$ cat config.mk
export PLATFORM = sky130hd
export DESIGN_NAME = dpll_id_counter_flat
export DESIGN_NICKNAME = d
export VERILOG_FILES = /design/src/rtl/dpll_pkg.sv /design/src/rtl/dpll_id_counter_if.sv /design/src/rtl/dpll_id_counter.sv /design/src/flat_wrapper.sv
export SDC_FILE = /design/constraint.sdc
export NUM_CORES = 1
export LEC_CHECK = 0
export CORE_AREA = 2 2 39 41
export CTS_BUF_LIST = sky130_fd_sc_hd__clkbuf_4
export DETAILED_ROUTE_END_ITERATION = 16
export DIE_AREA = 0 0 41 43
export GPL_TIMING_DRIVEN = 0
export PLACE_DENSITY = 0.6
export SETUP_SLACK_MARGIN = 0.02
export SLEW_MARGIN = 15
export SYNTH_ARGS = -nofsm -noshare
export SYNTH_HDL_FRONTEND = slang
export SYNTH_SLANG_ARGS = --single-unit
$ cat constraint.sdc
create_clock -name clk_in -period 3.43 [get_ports clk_in]
set_input_delay 0.5145 -clock clk_in [delete_from_list [all_inputs] [get_ports clk_in]]
set_output_delay 0.5145 -clock clk_in [all_outputs]
set_load 0.01 [all_outputs]
$ cat src/rtl/dpll_pkg.sv
// Shared DPLL types: pending-correction state of the I/D counter and the
// half-period reload rule used by the DCO.
package dpll_pkg;

  typedef enum logic [1:0] {
    ID_IDLE,
    ID_INC,
    ID_DEC
  } id_state_t;

  localparam int unsigned ID_HALF_PERIOD_MIN = 2;

  // Half-period length to load at a toggle edge for the given pending state.
  function automatic int unsigned id_reload_len(input id_state_t st,
                                                input int unsigned half);
    int unsigned len;
    len = half;
    case (st)
      ID_INC:  len = half - 1;
      ID_DEC:  len = half + 1;
      default: len = half;
    endcase
    return len;
  endfunction

endpackage

$ cat src/rtl/dpll_id_counter_if.sv
// Request/strobe bundle between the loop filter, the I/D counter and the divider.
interface dpll_id_counter_if;

  logic inc;
  logic dec;
  logic id_out;
  logic id_en;
  logic ovf;

  modport master (
    output inc,
    output dec,
    input  id_out,
    input  id_en,
    input  ovf
  );

  modport slave (
    input  inc,
    input  dec,
    output id_out,
    output id_en,
    output ovf
  );

endinterface

$ cat src/rtl/dpll_id_counter.sv
// Increment/decrement counter (DCO): divides clk_in by 2*HALF_PERIOD and
// stretches or shrinks one half-period by a cycle per loop-filter request.
module dpll_id_counter
  import dpll_pkg::*;
#(
  parameter int unsigned HALF_PERIOD = 4
) (
  input  logic             clk_in,
  input  logic             rst_n,
  dpll_id_counter_if.slave bus
);

  localparam int unsigned CW = $clog2(HALF_PERIOD + 2);

  if (HALF_PERIOD < ID_HALF_PERIOD_MIN) begin : g_param_check
    $error("dpll_id_counter: HALF_PERIOD must be >= 2");
  end

  logic [CW-1:0] cnt, cnt_d;
  logic [CW-1:0] len, len_d;
  id_state_t     st, st_d, st_base;
  logic          id_out, id_out_d;
  logic          id_en, id_en_d;
  logic          ovf, ovf_d;
  logic          toggle_c;

  assign toggle_c = (cnt == len - CW'(1));

  // State register: counter, reload length, pending request and strobes.
  always_ff @(posedge clk_in or negedge rst_n) begin
    if (!rst_n) begin
      cnt    <= '0;
      len    <= CW'(HALF_PERIOD);
      st     <= ID_IDLE;
      id_out <= 1'b0;
      id_en  <= 1'b0;
      ovf    <= 1'b0;
    end else begin
      cnt    <= cnt_d;
      len    <= len_d;
      st     <= st_d;
      id_out <= id_out_d;
      id_en  <= id_en_d;
      ovf    <= ovf_d;
    end
  end

  // Next state: a toggle consumes the pending request before new ones are merged,
  // so a request arriving on a toggle edge lands in the following half-period.
  always_comb begin
    cnt_d    = cnt + CW'(1);
    len_d    = len;
    id_out_d = id_out;
    id_en_d  = 1'b0;
    ovf_d    = 1'b0;
    st_base  = st;
    st_d     = st;

    if (toggle_c) begin
      cnt_d    = '0;
      id_out_d = ~id_out;
      id_en_d  = ~id_out;
      len_d    = CW'(id_reload_len(st, HALF_PERIOD));
      st_base  = ID_IDLE;
    end

    st_d = st_base;
    if (bus.inc ^ bus.dec) begin
      unique case (st_base)
        ID_IDLE: st_d = bus.inc ? ID_INC : ID_DEC;
        ID_INC: begin
          if (bus.dec) st_d = ID_IDLE;
          else         ovf_d = 1'b1;
        end
        ID_DEC: begin
          if (bus.inc) st_d = ID_IDLE;
          else         ovf_d = 1'b1;
        end
        default: st_d = ID_IDLE;
      endcase
    end
  end

  assign bus.id_out = id_out;
  assign bus.id_en  = id_en;
  assign bus.ovf    = ovf;

endmodule

$ cat src/flat_wrapper.sv
// flat-port wrapper written by rule: the top's interface ports become plain ports
module dpll_id_counter_flat import dpll_pkg::*;
#(
  parameter int unsigned HALF_PERIOD = 4
)
  (clk_in, rst_n, bus_inc, bus_dec, bus_id_out, bus_id_en, bus_ovf);
  dpll_id_counter_if bus_i ();
  input  logic clk_in;
  input  logic rst_n;
  input wire logic [$bits(bus_i.inc)-1:0] bus_inc;
  input wire logic [$bits(bus_i.dec)-1:0] bus_dec;
  output wire logic [$bits(bus_i.id_out)-1:0] bus_id_out;
  output wire logic [$bits(bus_i.id_en)-1:0] bus_id_en;
  output wire logic [$bits(bus_i.ovf)-1:0] bus_ovf;
  assign bus_i.inc = bus_inc;
  assign bus_i.dec = bus_dec;
  assign bus_id_out = bus_i.id_out;
  assign bus_id_en = bus_i.id_en;
  assign bus_ovf = bus_i.ovf;
  dpll_id_counter #(.HALF_PERIOD(HALF_PERIOD)) u_core (.clk_in(clk_in), .rst_n(rst_n), .bus(bus_i));
endmodule
## Word-level counts from Yosys, hierarchy flattened

Index checks and enable logic that the tools add are counted.

| operators by class | value |
|---|---|
| reduce and logical (&&, ||, !) cells | 1 |
| $add $sub $neg | 2 |
| bitwise operators | 2 |
| equality and inequality tests | 5 |
| multiplexer cells | 13 |

Operator list:

| operator | number |
|---|---|
| 2-to-1 mux 2 bit | 5 |
| case mux 2 bit (3 select lines) | 1 |
| case mux 3 bit (2 select lines) | 1 |
| == test 2 x 1 -> 1 bit (second input constant) | 2 |
| == test 2 bit (second input constant) | 2 |
| 2-to-1 mux 1 bit | 4 |
| adder 3 x 1 -> 3 bit (second input constant) | 1 |
| == test 3 bit | 1 |
| 2-to-1 mux 3 bit | 1 |
| subtractor 3 x 1 -> 3 bit (second input constant) | 1 |
| zero test 2 bit | 1 |
| case mux 1 bit (2 select lines) | 1 |
| inverter 1 bit | 1 |
| XOR 1 bit | 1 |

| word-level totals | value |
|---|---|
| word-level logic and storage cells | 29 |
| register bits | 11 |
| output and inout port bits | 3 |
| bits of input ports | 4 |

## Depth between registers and ports, before layout

| depth | value |
|---|---|
| depth in word-level cells | 6 |
| gate-level depth with buffers | 6 |

## Least setup slack after synthesis

OpenSTA, ideal clock, no wires.

| path | value |
|---|---|
| kind | flip-flop to flip-flop |
| from | register u_core.len[0] |
| to | register u_core.st[0] |
| cell stages (with the launch flop) | 7 |
| path slack | 1,602 ps |
| library setup time | 122 ps |
| path buffers | 1 |
| data arrival time | 1,706 ps |
| clock period less this slack | 1,828 ps |
| cells stage by stage | dfrtp_1 > inv_1 > ha_1 > xor3_2 > or3_1 > buf_6 > a32o_1 |

| between the ends | value |
|---|---|
| longest elaborated chain between the ends | 6 |

RTL lines:

| what | line | RTL |
|---|---|---|
| from (decl) | dpll_id_counter.sv:20 | `logic [CW-1:0] len, len_d;` |
| from (signal assigned) | dpll_id_counter.sv:33 | `len <= CW'(HALF_PERIOD);` |
| from (signal assigned) | dpll_id_counter.sv:40 | `len <= len_d;` |
| subtractor 3 x 1 -> 3 bit (*) | dpll_id_counter.sv:27 | `assign toggle_c = (cnt == len - CW'(1));` |
| == test 3 bit (*) | dpll_id_counter.sv:27 |  |
| 2-to-1 mux 2 bit (*) | dpll_id_counter.sv:59 | `if (toggle_c) begin` |
| == test 2 bit, or another cell as far along | dpll_id_counter.sv:69 | `unique case (st_base)` |
| case mux 2 bit (3 select lines) | dpll_id_counter.sv:69 |  |
| 2-to-1 mux 2 bit (*) | dpll_id_counter.sv:68 | `if (bus.inc ^ bus.dec) begin` |
| net u_core.st_d[0] | dpll_id_counter.sv:21 | `id_state_t st, st_d, st_base;` |
| to (signal assigned) | dpll_id_counter.sv:41 | `st <= st_d;` |
| to (decl) | dpll_id_counter.sv:21 |  |

Mark *: on every way through the listed nets, which the timed path passes. The rest lies on a longest branch.
A chain may end at the register's enable or synchronous reset.

## Worst setup path in the final report

| path | value |
|---|---|
| from | register u_core.len[0] |
| to | register u_core.len[1] |

| between the ends | value |
|---|---|
| longest elaborated chain between the ends | 2 |

RTL lines:

| what | line |
|---|---|
| subtractor 3 x 1 -> 3 bit | dpll_id_counter.sv:27 |
| == test 3 bit | dpll_id_counter.sv:27 |

No other way between the ends.

==> metrics.txt <==
Hold Violations, Final=0; syn avg cell area=12.3 um2; Crit. End Element=flop; setup repair bufs after CTS=0; Clock Skew=0.000728 ns; Clock power frac=0.133; CTS tree=built; Core Area=0.00138 mm2; Max transition margin=0.622; Mapped Cells=44; Final Setup Violations=0; H-Tree Level Count=1; max cap viols=0; NetSw=278 uW; drt pass-1 iters=4; Filler cells=138; layout cells sized above 1=0.167; n_diodes=0; clk_lat worst skew=0.27 ns; Logic pwr share=0.529; Max clock buf depth=2; max layer used=met4; Net Sw Frac=0.380; peak fanout along the critical path=5; PortBufs=6; Die Ht=43 um; row count=14; Fin Setup TNS=0 ns; Net count, final=63; Hold Buf Count CTS=0; internal power=454 uW; CTS buffer count=3; wire per inst=12.5 um; via count=344; Synth Warn #=0; final RePlAce weighted congestion=0.722; Netlist cell types=20; Met2 Wirelength=382 um; Clock Tree Root=clkbuf_4; # IOs=7; vias per cell=4.91; largest net degree at the start of global routing=12; peak supply drop=0.412 mV; first-pass GRT wire length=1.49 mm; Tot Pwr=732 uW; Seq pwr share=0.338; die area=0.00176 mm2; post-synthesis sequential area ratio=0.510; Clock Sinks=11; worst-margin pin slew=0.562 ns; DP HPWL=654 um; RSZ-0062 raised after global routing=no; status=finished, final reports clean; number of global-route vias before repair=351; startpoint types=flop; Final Critical Period=2.06 ns; kind of critical path=flop to flop; metal3 WL=31 um; Layout area overhead=20.3%; mapped cell area=542 um2; clock transition at the registers of the reported paths=0.07 ns; pwr dens=1120 mW/mm2; post_cts resized=0; Static Leak=0.291 nW; routed wire length=878 um; syn nets=52; Synth Register Bits=11; initial drt markers=5; wl on met1=444 um; Total GRT Usage=0.127; Hold Crit Class=flop to flop; # DRC=0; CP required=3.59 ns; Die X-Extent=41 um; critical path data arrival time=2.22 ns; total grt overflow=0; DRT antenna net count=0; max-slew violation count=0; Initial Utilization=0.392; Max Fclk=485 MHz; final period utilization=0.602; antenna violations before repair=0
## worst max-delay path, stage by stage, from the launching register on
cell and delay (ns):
dfrtp_1 0.39, inv_1 0.08, ha_1 0.15, xor3_2 0.47
nor3_1 0.46, mux2_2 0.40
## flip-flops by register name, indices dropped and copies added (netlist names)
register           flops
u_core.bus.id_out      1
u_core.bus.id_en       1
u_core.st              2
u_core.bus.ovf         1
u_core.len             3
u_core.cnt             3
## layout make-up
| type | instances | area [um2] | share of cell area |
|---|---|---|---|
| Multi-Input combinational cell | 29 | 243 | 0.372 |
| Inverter | 3 | 11.3 | 0.0173 |
| Timing Repair Buffer | 6 | 60.1 | 0.0921 |
| Buffer | 1 | 11.3 | 0.0173 |
| Tap cell | 16 | 20.0 | 0.0307 |
| Sequential cell | 11 | 277 | 0.424 |
| Clock buffer | 4 | 30.0 | 0.0461 |
## cells in the mapped netlist
cell type / instances / area, um2
inv_1: 3 / 11.3
nor2b_1: 2 / 12.5
xnor2_1: 4 / 35.0
o31ai_1: 3 / 22.5
a32o_1: 2 / 20.0
xor3_2: 1 / 25.0
or3_1: 1 / 6.26
o21ai_0: 1 / 5.00
a21oi_1: 1 / 5.00
nand3b_1: 1 / 7.51
mux2i_1: 1 / 10.0
and2_2: 1 / 7.51
mux2_2: 1 / 11.3
ha_1: 4 / 50.1
nor3_1: 1 / 5.00
buf_6: 1 / 11.3
nor2_1: 4 / 15.0
nand3_1: 1 / 5.00
dfrtp_1: 10 / 250
dfstp_2: 1 / 26.3
## power by group through the flow
| stage | combinational, mW | sequential (mW) | clock [mW] |
|---|---|---|---|
| 2_1_floorplan | 0.301 | 0.245 | 0 |
| 3_3_place_gp | 0.387 | 0.248 | 0 |
| 3_5_place_dp | 0.389 | 0.251 | 0 |
| 4_1_cts | 0.393 | 0.248 | 0.102 |
| 5_1_grt | 0.434 | 0.256 | 0.106 |
| 6_report | 0.387 | 0.248 | 0.0973 |
## path summary, 6_finish.rpt
kind                                   startpoint          endpoint  slack [ns]  cells past startpoint
worst max register to register      u_core.len[0]     u_core.len[1]        1.37                      5
min in group asynchronous                   rst_n     u_core.cnt[2]        0.58                      1
max in group asynchronous                   rst_n     u_core.len[2]        2.48                      1
worst min-delay path            u_core.bus.id_out  u_core.bus.id_en        0.48                      1
worst max-delay path                u_core.len[0]     u_core.len[1]        1.37                      5
worst min register to register  u_core.bus.id_out  u_core.bus.id_en        0.48                      1
## cell usage in the layout (no fill, tap or decap), drive strengths merged
| cell | count |
|---|---|
| dfstp | 1 |
| clkbuf | 4 |
| xnor2 | 4 |
| and2 | 1 |
| or3 | 1 |
| ha | 4 |
| nor2 | 4 |
| buf | 1 |
| clkdlybuf4s50 | 6 |
| dfrtp | 10 |
| a32o | 2 |
| nor2b | 2 |
| nand3b | 1 |
| nor3 | 1 |
| mux2i | 1 |
| xor3 | 1 |
| nand3 | 1 |
| mux2 | 1 |
| o31ai | 3 |
| o21ai | 1 |
| a21oi | 1 |
| inv | 3 |
## metrics by stage
stage	instances	hold WS (ns)	instance area [um2]	setup WS [ns]	util
2_1_floorplan	44	0.219	542	1.60	-
3_3_place_gp	66	0.467	622	1.36	0.449
3_5_place_dp	66	0.474	622	1.39	0.449
4_1_cts	70	0.485	652	1.37	0.471
5_1_grt	70	0.494	652	1.26	0.471
6_report	70	0.480	652	1.37	0.471
## cells by family after synthesis
group,share of synthesized area
and+or+nand+nor,0.109
DFF,0.510
AOI/OAI and AO/OA,0.0970
xor gates and xnor gates,0.111
buffers and inverters,0.0416
adders and majority gates,0.0924
muxes,0.0393
## layer usage
layer	up-vias	GRT usage
li1	173	-
met1	161	0.164
met2	8	0.181
met3	2	0.0314
met4	0	0.0800
met5	-	0
Note: power is estimated with default switching activity, not from simulation.
==> edit (same settings) <==
`HALF_PERIOD` is set to 4 in 2 places; all go to 2.
--- a/src/rtl/dpll_id_counter.sv
+++ b/src/rtl/dpll_id_counter.sv
@@ -4,5 +4,5 @@
   import dpll_pkg::*;
 #(
-  parameter int unsigned HALF_PERIOD = 4
+  parameter int unsigned HALF_PERIOD = 2
 ) (
   input  logic             clk_in,
--- a/src/flat_wrapper.sv
+++ b/src/flat_wrapper.sv
@@ -2,5 +2,5 @@
 module dpll_id_counter_flat import dpll_pkg::*;
 #(
-  parameter int unsigned HALF_PERIOD = 4
+  parameter int unsigned HALF_PERIOD = 2
 )
   (clk_in, rst_n, bus_inc, bus_dec, bus_id_out, bus_id_en, bus_ovf);
Check against the original RTL: not equivalent (Yosys sat finds a counterexample within 4 cycles, from zero or initial values and one cycle with rst_n low).
==> edit against the unedited design <==
Clock skew is 0.0038 ns higher; synthesized area decreased by 24%; synthesized cell count is 14% lower; die area did not move; register-to-register slack improved by 0.57 ns; total power down 32%; sequential cell count down 2; worst setup slack improved by 0.37 ns; maximum frequency grew 22%; combinational power down 44%; final area down 20%; wire length shrank 29%; core utilization shrank 9.4 points.
==> edit: results (changes against the unedited design) <==
outcome -> finished clean
iteration count of the initial detailed-routing pass -> 3 (-1)
drt first-iter violations -> 4 (-1)
proportion of power drawn by the clock network -> 17.7% (+4.4 points)
met1 global-route usage -> 12.6% (-3.8 points)
number of distinct library cell variants in the gate-level netlist after synthesis -> 18 (-10%)
global-route usage over all layers -> 9.74% (-3.0 points)
worst r2r path cells -> 4 (-1)
maximum achievable frequency -> 589 MHz (+22%)
max incr delay on CP -> 0.55 ns (+0.08 ns)
Final Hold Slack -> 0.484 ns (+0.00417 ns)
Max-slew headroom -> 72.2% (+10 points)
Inst Count DP -> 60 (-9.1%)
routing usage on met2 -> 11.6% (-6.6 points)
worst setup path endpoint -> bus_id_out
highest fanout seen on the critical path -> 3 (-2)
most area-consuming cells after synthesis -> dfrtp_1 49%, dfstp_2 6.4%, nand2b_1 6.1%
cell class contributing the biggest share of worst-path delay -> buffers and inverters
routed wire length per instance -> 9.78 µm (-22%)
layout filler cell count -> 137 (-0.72%)
Power Internal -> 323 µW (-29%)
placement-stage cell area -> 492 µm² (-21%)
critical register-to-register path startpoint -> u_core.len[1]
ranking of synthesized cells by instance count -> 8 x dfrtp_1, 6 x nor2_1, 4 x nand2b_1
Syn Inst Count -> 38 (-14%)
Power Sequential -> 193 µW (-22%)
Final Skew -> 0.00448 ns (+0.00375 ns)
number of global-route vias before repair -> 273 (-22%)
Arr. time, crit path -> 1.18 ns (-1.04 ns)
Leak Pwr -> 0.226 nW (-22%)
via count of the routed design -> 289 (-16%)
-- edit: changes by cell type after synthesis, sizes merged, moves of 2 or more --
cell    delta
a32o       -2
xor2       +2
o31ai      -3
xnor2      -3
nand2b     +4
nor2       +2
ha         -3
dfrtp      -2
-- edit: layout make-up --
cell class	count	area [µm²]	share of cell area, %
plain buffers	1	11.3	2.16
clock buffers	4	30.0	5.76
inverters	2	7.51	1.44
multi-input cells	26	166	31.9
flip-flops and latches	9	226	43.4
well taps	16	20.0	3.84
repair buffers	6	60.1	11.5
-- edit: logic make-up (layout without fill, tap and decap cells) --
logic type	after synthesis	in the layout	share of synthesized area [%]
and+or+nand+nor	15	15	18.2
DFF	9	9	55.0
AOI/OAI and AO/OA	6	6	9.42
xor gates and xnor gates	3	3	6.38
buffers and inverters	3	13	4.56
adders and majority gates	1	1	3.04
muxes	1	1	3.34
-- edit: per-layer routing --
layer	wire, µm	vias up
li1	-	148
met1	303	127
met2	271	10
met3	32	4
met4	19	0
met5	0	-
